[config.mk]
export PLATFORM = sky130hd
export DESIGN_NAME = uart_rx_framed
export DESIGN_NICKNAME = d
export VERILOG_FILES = /design/src/rtl/uart_rx_framed.sv
export SDC_FILE = /design/constraint.sdc
export NUM_CORES = 1
export LEC_CHECK = 0
export ABC_AREA = 1
export CAP_MARGIN = 30
export CELL_PAD_IN_SITES_DETAIL_PLACEMENT = 0
export CELL_PAD_IN_SITES_GLOBAL_PLACEMENT = 2
export CORE_UTILIZATION = 36
export CTS_BUF_LIST = sky130_fd_sc_hd__clkbuf_16
export CTS_CLUSTER_DIAMETER = 40
export DETAILED_ROUTE_END_ITERATION = 12
export PLACE_DENSITY_LB_ADDON = 0.12
export SYNTH_ARGS = -nofsm -noshare
export SYNTH_HDL_FRONTEND = slang
export SYNTH_SLANG_ARGS = --single-unit
[constraint.sdc]
create_clock -name i_Clock -period 1.8 [get_ports i_Clock]
set_input_delay 0.54 -clock i_Clock [delete_from_list [all_inputs] [get_ports i_Clock]]
set_output_delay 0.54 -clock i_Clock [all_outputs]
set_load 0.05 [all_outputs]
[src/rtl/uart_rx_framed.sv]
// 8N1 UART receiver with mid-bit sampling, start-glitch rejection and framing-error/break handling.
// Optional `UART_RX_MAJORITY_EN enables 2-of-3 voting around every sample point (needs CLKS_PER_BIT >= 6).
module uart_rx_framed #(
    parameter int unsigned CLKS_PER_BIT = 87
) (
    input  logic       i_Clock,
    input  logic       i_Rst_n,
    input  logic       i_Rx_Serial,
    output logic       o_Rx_DV,
    output logic [7:0] o_Rx_Byte,
    output logic       o_Rx_Frame_Err,
    output logic       o_Rx_Active
);

    localparam int unsigned H       = (CLKS_PER_BIT - 1) / 2;
    localparam logic [15:0] BIT_END = 16'(CLKS_PER_BIT - 1);
`ifdef UART_RX_MAJORITY_EN
    // Start decision one clock late so the vote window is centred; later bit-ends inherit the shift.
    localparam logic [15:0] START_END = 16'(H + 1);
`else
    localparam logic [15:0] START_END = 16'(H);
`endif

    typedef enum logic [2:0] {
        ST_IDLE       = 3'd0,
        ST_START      = 3'd1,
        ST_DATA       = 3'd2,
        ST_STOP       = 3'd3,
        ST_CLEANUP    = 3'd4,
        ST_BREAK_WAIT = 3'd5
    } state_t;

    state_t      state_q;
    logic [15:0] cnt_q;
    logic [2:0]  idx_q;
    logic [7:0]  shift_q;
    logic [7:0]  byte_q;
    logic        dv_q;
    logic        err_q;
    logic        active_q;
    logic        rx_meta_q;
    logic        rx_sync_q;
    logic        sample_s;

    // Two-flop synchronizer for the asynchronous serial line
    always_ff @(posedge i_Clock or negedge i_Rst_n) begin
        if (!i_Rst_n) begin
            rx_meta_q <= 1'b1;
            rx_sync_q <= 1'b1;
        end else begin
            rx_meta_q <= i_Rx_Serial;
            rx_sync_q <= rx_meta_q;
        end
    end

`ifdef UART_RX_MAJORITY_EN
    logic [1:0] rx_hist_q;

    function automatic logic maj3(input logic a, input logic b, input logic c);
        maj3 = (a & b) | (a & c) | (b & c);
    endfunction

    // History of the two previous synchronized samples for the vote
    always_ff @(posedge i_Clock or negedge i_Rst_n) begin
        if (!i_Rst_n) begin
            rx_hist_q <= 2'b11;
        end else begin
            rx_hist_q <= {rx_hist_q[0], rx_sync_q};
        end
    end

    // Voted sample: counter values target-1, target, target+1
    always_comb begin
        sample_s = maj3(rx_hist_q[1], rx_hist_q[0], rx_sync_q);
    end
`else
    // Single sample at the target count
    always_comb begin
        sample_s = rx_sync_q;
    end
`endif

    // Receive FSM with registered outputs
    always_ff @(posedge i_Clock or negedge i_Rst_n) begin
        if (!i_Rst_n) begin
            state_q  <= ST_IDLE;
            cnt_q    <= 16'd0;
            idx_q    <= 3'd0;
            shift_q  <= 8'h00;
            byte_q   <= 8'h00;
            dv_q     <= 1'b0;
            err_q    <= 1'b0;
            active_q <= 1'b0;
        end else begin
            dv_q  <= 1'b0;
            err_q <= 1'b0;
            case (state_q)
                ST_IDLE: begin
                    cnt_q <= 16'd0;
                    idx_q <= 3'd0;
                    if (!rx_sync_q) begin
                        state_q  <= ST_START;
                        active_q <= 1'b1;
                    end
                end
                ST_START: begin
                    if (cnt_q == START_END) begin
                        cnt_q <= 16'd0;
                        if (!sample_s) begin
                            state_q <= ST_DATA;
                        end else begin
                            state_q  <= ST_IDLE;
                            active_q <= 1'b0;
                        end
                    end else begin
                        cnt_q <= cnt_q + 16'd1;
                    end
                end
                ST_DATA: begin
                    if (cnt_q == BIT_END) begin
                        cnt_q          <= 16'd0;
                        shift_q[idx_q] <= sample_s;
                        if (idx_q == 3'd7) begin
                            idx_q   <= 3'd0;
                            state_q <= ST_STOP;
                        end else begin
                            idx_q <= idx_q + 3'd1;
                        end
                    end else begin
                        cnt_q <= cnt_q + 16'd1;
                    end
                end
                ST_STOP: begin
                    if (cnt_q == BIT_END) begin
                        cnt_q  <= 16'd0;
                        byte_q <= shift_q;
                        if (sample_s) begin
                            dv_q    <= 1'b1;
                            state_q <= ST_CLEANUP;
                        end else begin
                            err_q   <= 1'b1;
                            state_q <= ST_BREAK_WAIT;
                        end
                    end else begin
                        cnt_q <= cnt_q + 16'd1;
                    end
                end
                ST_CLEANUP: begin
                    active_q <= 1'b0;
                    state_q  <= ST_IDLE;
                end
                ST_BREAK_WAIT: begin
                    // A held-low line must not be decoded as a stream of 8'h00 frames
                    if (rx_sync_q) begin
                        active_q <= 1'b0;
                        state_q  <= ST_IDLE;
                    end
                end
                default: begin
                    state_q  <= ST_IDLE;
                    cnt_q    <= 16'd0;
                    idx_q    <= 3'd0;
                    active_q <= 1'b0;
                end
            endcase
        end
    end

    assign o_Rx_DV        = dv_q;
    assign o_Rx_Byte      = byte_q;
    assign o_Rx_Frame_Err = err_q;
    assign o_Rx_Active    = active_q;

endmodule

# [Word level (Yosys, flattened, before mapping)]
# Cells that the tools add are included.
[totals] wordCells=68 out_inout_bits=11 register_bits=43 in_bits=3
[op_classes] muxes=28 reduce_logical=10 n_bitwise=2 order_cmp=2 add_sub_neg=2 n_eq_ne=14
[op_table] op="$pmux 16 s3" count=1
[op_table] op="$mux 16" count=2
[op_table] op="$mux 3" count=8
[op_table] op="$add 16x1->16 const B" count=1
[op_table] op="$eq 16x6->1 const B" count=1
[op_table] op="$eq 16x7->1 const B" count=1
[op_table] op="$pmux 3 s5" count=1
[op_table] op="$ne 2x2->1 const B" count=6
[op_table] op="$mux 1" count=11
[op_table] op="$eq 3x3->1 const B" count=3
[op_table] op="$bwmux 8" count=1
[op_table] op="$eq 3x2->1 const B" count=2
[op_table] op="$pmux 3 s2" count=1
[op_table] op="$reduce_and 2->1" count=3
[op_table] op="$reduce_and 6->1" count=1
[op_table] op="$lt 3x4->1 const B" count=1
[op_table] op="$pmux 1 s4" count=1
[op_table] op="$reduce_or 2->1" count=2
[op_table] op="$reduce_or 4->1" count=1
[op_table] op="$add 3x1->3 const B" count=1
[op_table] op="$demux 1 s3" count=1
[op_table] op="$eq 3x1->1 const B" count=1
[op_table] op="$ge 3x1->1 const B" count=1
[op_table] op="$logic_not 3->1" count=1
[op_table] op="other kinds (4)" count=5

# [Depth between registers and ports, before layout]
# Gate-level depths: netlist (run 1).
[logic_depth] ltp_word=5 ltp_mapped=9 mapped_depth_nobuf=9

# [Worst setup path before layout (run 1)]
# OpenSTA, ideal clock, no wires.
[synth_timing] path_type="flip-flop to flip-flop" start="register cnt_q[0]" end="register cnt_q[10]" setup_ns=0.121 t_arrival_ns=1.347 required_time_ns=1.679 stages_incl_launch_ff=10 slack_ns=0.331 synth_period_minus_slack_ns=1.469 path_buffers=0 path_cell_list="dfrtp_1 inv_1 ha_1 nand3_2 nor2_4 nand2_4 nand2_8 nand2_8 nor2_8 nor2_2"
[synth_between] elab_chain_cells=3 word_cells_on_any_way=6 cone_classes="add/sub (1); eq/ne (2); mux (3)"
[synth_lines] item="from (decl)" line="34" text="logic [15:0] cnt_q;"
[synth_lines] item="from (signal assigned)" line="116" text="cnt_q <= cnt_q + 16'd1;"
[synth_lines] item="from (signal assigned)" line="130" text="cnt_q <= cnt_q + 16'd1;"
[synth_lines] item="from (signal assigned)" line="145" text="cnt_q <= cnt_q + 16'd1;"
[synth_lines] item="$add 16x1->16, or another cell as far along" line="116, 130, 145"
[synth_lines] item="$mux 16 (on tied branches)" line="120, 134, 107"
[synth_lines] item="$pmux 16 s3 *" line="97" text="case (state_q)"
# Mark *: on every way between the ends. The rest lies on a longest branch, timed or not.
# A chain may end at the register's enable or synchronous reset.

# [Final worst setup path (run 1)]
[layout_timing] start="register cnt_q[0]" end="register cnt_q[7]"
# Same word-level chain as after synthesis.

==> flow_metrics.tcl, run 1 <==
set metrics [dict create \
    leakage_nw 1.24 \
    slew_violations 0 \
    dp_hpwl_um 3760 \
    overflow 0 \
    worst_slew_pin_slew_ps 403 \
    fin_crit_ps 1620 \
    yosys_warnings 0 \
    most-common-layout-cells "nand2_1 (86), dfrtp_1 (41), nor2_1 (34), inv_1 (33), nand3_1 (20)" \
    ant_nets 0 \
    drv_cap 0 \
    power.density_mw_per_mm2 1040 \
    final_common_cell "nand2_1" \
    syn_area_per_cell_sq_um 8.04 \
    yosysTopAreaCellShare_pct 42.8 \
    ys_seq_elements 43 \
    h-tree-depth 2 \
    cts_tree "built" \
    core_sq_mm 0.00639 \
    ioPinCount 14 \
    grt_max_degree 30 \
    tns_ps 0 \
    fill_cells 660 \
    skew_ps 4.61 \
    first_global_vias 1819 \
    setup_viol 0 \
    dieArea_sq_mm 0.00699 \
    grt_usage_pct 15.8 \
    grt_busiest_layer "met1" \
    cts_sinks 43 \
    cp-start-kind "flip-flop" \
    crit_fanout 8 \
    cts_root_buf "clkbuf_16" \
    area_growth_pct 16.4 \
    gr-usage-met3_pct 3.36 \
    die_h_um 83.6 \
    slew_headroom_pct 73.1 \
    synth_area_leaders "dfrtp_1 (43%), nand2_1 (13%), nor2_1 (5.3%), inv_1 (5.2%), nand3_1 (4.2%)" \
    num_vias 1893 \
    clock_latency_ps 280 \
    rows 29 \
    final_nets 329 \
    synth_cell_types 30 \
    wirelength_um 5010 \
    yosysSeqAreaShare_pct 45.0 \
    grtUsageMet1_pct 23.8 \
    start_util_pct 37.5 \
    critical_path_required_ps 1970 \
    drt_pass1_iterations 5 \
    post_cts_resized 0 \
    place_congestion 0.834 \
    ctsHoldBuffers 0 \
    ir_worst_vdd_mv 0.641 \
    arrival_ps 1790 \
    cts_buffers 5 \
    grt_pass1_wl_um 8830 \
    max_freq_mhz 617 \
    synth_nets 305 \
    period_share_pct 90.0 \
    antenna_found_initial 0 \
    hp-class "input pin to async pin" \
    wl_per_cell_um 12.5 \
    drc_errors 0 \
    syn-cell-area_sq_mm 0.00240 \
    via_per_inst 4.73 \
    cp-end-kind "flip-flop" \
    status "complete, no violations" \
    path_class "flip-flop to flip-flop" \
    timing.hold.ws_ps 177 \
    met2_usage_pct 22.5 \
    num_antenna_cells 0 \
    syn_inst 298 \
    die_x_um 83.6 \
    synth.largest_area_cell "dfrtp_1" \
    post_cts_buffers 0 \
    clk_pin_slew_ps 60 \
    io_buffer_count 13 \
    drive_gt1_share_pct 19.2 \
    drt_iter0_markers 115 \
    hold_violations 0 \
    clock_path_buffers 2 \
    rsz0062_at_grt "no" \
]
==> layer usage <==
| metal | up-vias | routed length [um] | part of all wire (%) |
|---|---|---|---|
| li1 | 992 | - | - |
| met1 | 865 | 2640 | 53 |
| met2 | 29 | 2100 | 42 |
| met3 | 7 | 196 | 3.9 |
| met4 | 0 | 70 | 1.4 |
| met5 | - | 0 | 0 |
==> cell families (layout without fill, tap and decap cells) <==
group | after synthesis | in the layout | synth area share [%]
simple gates | 179 | 179 | 36.7
buf+inv | 38 | 63 | 6.73
xor+xnor | 6 | 6 | 2.19
fa+ha+maj | 4 | 4 | 2.09
flops | 43 | 43 | 45.0
compound gates | 28 | 28 | 7.26
==> flip-flops by register name, summed over array words and instances (netlist names) <==
register        count
cnt_q              16
shift_q             8
rx_sync_q           1
o_Rx_DV             1
o_Rx_Byte           8
rx_meta_q           1
o_Rx_Active         1
idx_q               3
state_q             3
o_Rx_Frame_Err      1
==> path summary, 6_finish.rpt <==
check / start / to / cells after the start / slack (ps)
max in group asynchronous: i_Rst_n / idx_q[1]$_DFFE_PN0P_ / 2 / 1140
worst max-delay path: cnt_q[0]$_DFFE_PN0N_ / cnt_q[7]$_DFFE_PN0N_ / 9 / 180
worst min-delay path: i_Rst_n / cnt_q[8]$_DFFE_PN0N_ / 1 / 180
worst min register to register: rx_meta_q$_DFF_PN1_ / rx_sync_q$_DFF_PN1_ / 0 / 360
min in group i_Clock: rx_meta_q$_DFF_PN1_ / rx_sync_q$_DFF_PN1_ / 0 / 360
worst max register to register: cnt_q[0]$_DFFE_PN0N_ / cnt_q[7]$_DFFE_PN0N_ / 9 / 180
==> cell usage after synthesis <==
cell type  instances
nand2_1           86
dfrtp_1           41
nor2_1            34
inv_1             33
nand3_1           20
nor2_2            11
o21ai_0           10
o21ai_1            8
o21ai_2            8
nand4_1            6
ha_1               4
nor3_1             4
xor2_1             4
nand2_2            3
nor2_4             3
buf_6              2
dfstp_2            2
inv_2              2
nand2_4            2
nand2_8            2
nand3_2            2
nor2_8             2
xnor2_1            2
and2_1             1
buf_4              1
nand3b_1           1
nor3b_1            1
o211ai_1           1
o22ai_1            1
or4_1              1
==> where the power goes <==
group	switching (mW)	internal [mW]
Clock	0.369	0.504
Sequential	0.105	1.04
Combinational	0.599	0.300
==> cell type report <==
type	instances	area [sq um]	share of cell area (%)
inverter	35	131	4.71
clock buffer	5	125	4.48
sequential	43	1080	38.6
timing repair buffer	20	188	6.72
clock inverter	3	15.0	0.538
tap	77	96.3	3.45
multi-input combinational	217	1160	41.5
==> metrics by stage <==
stage          std cells  instance area (sq um)  total power, mW  setup WS [ps]  util (%)
6_report             400                   2790             2.92            180      43.7
5_1_grt              400                   2790             3.09           61.0      43.7
4_1_cts              400                   2790             2.97            173      43.7
3_5_place_dp         392                   2650             2.08            180      41.5
3_3_place_gp         392                   2650             2.08            207      41.5
2_1_floorplan        298                   2400             1.83            331         -
==> critical path, stage by stage (launching register included) <==
cell and delay (ps):
dfrtp_1 440, inv_1 130, ha_1 170, nand3_2 80, nor2_4 160, nand2_4 90
nand2_8 100, nand2_8 90, nor2_8 190, nor2_2 60
(Power assumes the default switching activity.)
==> run 2: changes to the inputs <==
--- a/config.mk
+++ b/config.mk
@@ -9,7 +9,7 @@
 export CAP_MARGIN = 30
 export CELL_PAD_IN_SITES_DETAIL_PLACEMENT = 0
 export CELL_PAD_IN_SITES_GLOBAL_PLACEMENT = 2
-export CORE_UTILIZATION = 36
+export CORE_UTILIZATION = 32
 export CTS_BUF_LIST = sky130_fd_sc_hd__clkbuf_16
 export CTS_CLUSTER_DIAMETER = 40
 export DETAILED_ROUTE_END_ITERATION = 12
==> constraint.sdc (replaced) <==
create_clock -name i_Clock -period 1.4 [get_ports i_Clock]
set_input_delay 0.42 -clock i_Clock [delete_from_list [all_inputs] [get_ports i_Clock]]
set_output_delay 0.42 -clock i_Clock [all_outputs]
set_load 0.05 [all_outputs]
==> run 2 against run 1 <==
Compared with the run above: the flow now finishes with violations (negative setup slack); fmax is 7.6% higher; clock power is 29% higher; sequential power is 25% higher; cell count is 14% higher; combinational power is 68% higher; clock-buffer cell count stayed put; sequential cell count stayed put; clock skew is 0.53 ps lower; non-clock buffer count is 36 higher; critical path depth is 1 higher; largest power group is now combinational cells.
==> flow_metrics.tcl, run 2 (synthesis gave the netlist of run 1 again) <==
set metrics [dict create \
    worst-path-stages 10 \
    pre_cts_ws_ps -163 \
    fill_cells 713 \
    finalPower_mw 4.07 \
    period_share_pct 108 \
    num_antenna_cells 0 \
    max_freq_mhz 664 \
    final_common_cell "nand2_1" \
    layout.cells.non_filler 458 \
    cts_root_buf "clkbuf_16" \
    largest_register "cnt_q" \
    status "finished, violations left" \
    drt_iter0_markers 95 \
    io_buffer_count 13 \
    wl_per_cell_um 12.7 \
    rsz0062_at_grt "yes" \
    grt_pass1_wl_um 9290 \
    slew_violations 0 \
    via_per_inst 4.41 \
    crit_path_cell_trace "buf_4 -> ha_4 -> nand3_4 -> nor2_4 -> nand2_4 -> nor2_4 -> buf_12 -> nand2_4 -> nand2_2 -> o21ai_2" \
    drt_pass1_iterations 4 \
    cp-end-kind "flip-flop" \
    ant_nets 0 \
    h-tree-depth 2 \
    hp-class "input pin to async pin" \
    drv_cap 0 \
    cp.buffers_inverters 2 \
    overflow 0 \
    path_class "flip-flop to flip-flop" \
    wirelength_um 5800 \
    skew_ps 4.08 \
    seq_area_sq_mm 0.00108 \
    cts_buffers 5 \
    cts_sinks 43 \
    area_growth_pct 44.7 \
    start_util_pct 33.1 \
    antenna_found_initial 0 \
    setup_viol 29 \
    setup_slack_ps -106 \
    dp_hpwl_um 4020 \
    ioPinCount 14 \
    cts_tree "built" \
    worst_slew_pin_slew_ps 293 \
    critical_path_required_ps 1570 \
    largest_reg_flops 16 \
    drc_errors 0 \
    final_nets 365 \
    clk_pin_slew_ps 60 \
    leakage_nw 1.61 \
    cp-start-kind "flip-flop" \
    hold_violations 0 \
    num_vias 2021 \
    die_x_um 88.6 \
    dieArea_sq_mm 0.00784 \
    slowest_stage "dfrtp_1" \
    ir_worst_vdd_mv 1.33 \
    slew_headroom_pct 80.3 \
    r2r_cells 10 \
    drive_gt1_share_pct 37.6 \
    clock_latency_ps 280 \
    ctsHoldBuffers 0 \
    clock_path_buffers 2 \
    first_global_vias 1926 \
    arrival_ps 1680 \
    die_h_um 88.6 \
    place_inst 443 \
    grt_usage_pct 15.6 \
    power.density_mw_per_mm2 1170 \
    multi_input_area_sq_mm 0.00136 \
    failed_checks "negative setup slack" \
    crit_family "simple AND/OR/NAND/NOR gates" \
    core_sq_mm 0.00725 \
    design_area_sq_mm 0.00347 \
    slowest_delay_ps 370 \
    fin_crit_ps 1510 \
    grt_max_degree 44 \
    place_congestion 0.829 \
    post_dp_cell_area_sq_mm 0.00304 \
    rows 31 \
    tns_ps -2120 \
    most-common-layout-cells "nand2_1 (64), dfrtp_1 (41), buf_4 (36), inv_1 (32), nor2_1 (27)" \
    crit_fanout 8 \
]
run 2: cell count changes in the layout (fill, tap and decap cells not counted), sizes merged:
| cell | change |
|---|---|
| clkinv | -1 |
| inv | +1 |
| clkbuf | +2 |
| buf | +34 |
run 2: layer usage:
| layer | share of wire, % | track usage (%) |
|---|---|---|
| met5 | 0 | 0 |
| met4 | 0.69 | 3.52 |
| met3 | 2.7 | 2.52 |
| met2 | 42 | 22.9 |
| met1 | 55 | 23.9 |
run 2: through the flow:
stage,util [%],hold slack (ps)
finish,47.8,108
global route,47.8,141
CTS,44.3,130
detailed placement,41.9,349
global placement,41.9,348
floorplan,-,124
run 2: final cells by class:
class	count	area share [%]
Clock inverter	3	0.469
Timing Repair Buffer	56	18.4
Sequential cell	43	31.1
Tap cell	99	3.57
Inverter	35	3.79
Multi-Input combinational cell	217	39.1
Clock buffer	5	3.61
run 2: report_power, final:
| group | total, mW | switching (mW) | internal (mW) | leakage (nW) |
|---|---|---|---|---|
| logic | 1.51 | 0.929 | 0.582 | 0.953 |
| clock network | 1.13 | 0.479 | 0.651 | 0.0710 |
| registers | 1.42 | 0.0883 | 1.34 | 0.584 |
run 2: timing repair:
item	CTS	global route
resized for setup	5	48
pin swaps	4	1
endpoints found under the setup margin	34	41
cloned	0	3
setup buffers	2	2
run 2: final timing paths:
path                                               end  slack, ps                  from
worst max-delay path            shift_q[3]$_DFFE_PN0P_       -110  cnt_q[1]$_DFFE_PN0N_
worst min-delay path             cnt_q[12]$_DFFE_PN0N_        110               i_Rst_n
worst max register to register  shift_q[3]$_DFFE_PN0P_       -110  cnt_q[1]$_DFFE_PN0N_
worst min register to register     rx_sync_q$_DFF_PN1_        360   rx_meta_q$_DFF_PN1_
max in group asynchronous          rx_sync_q$_DFF_PN1_       1010               i_Rst_n
min in group i_Clock               rx_sync_q$_DFF_PN1_        360   rx_meta_q$_DFF_PN1_
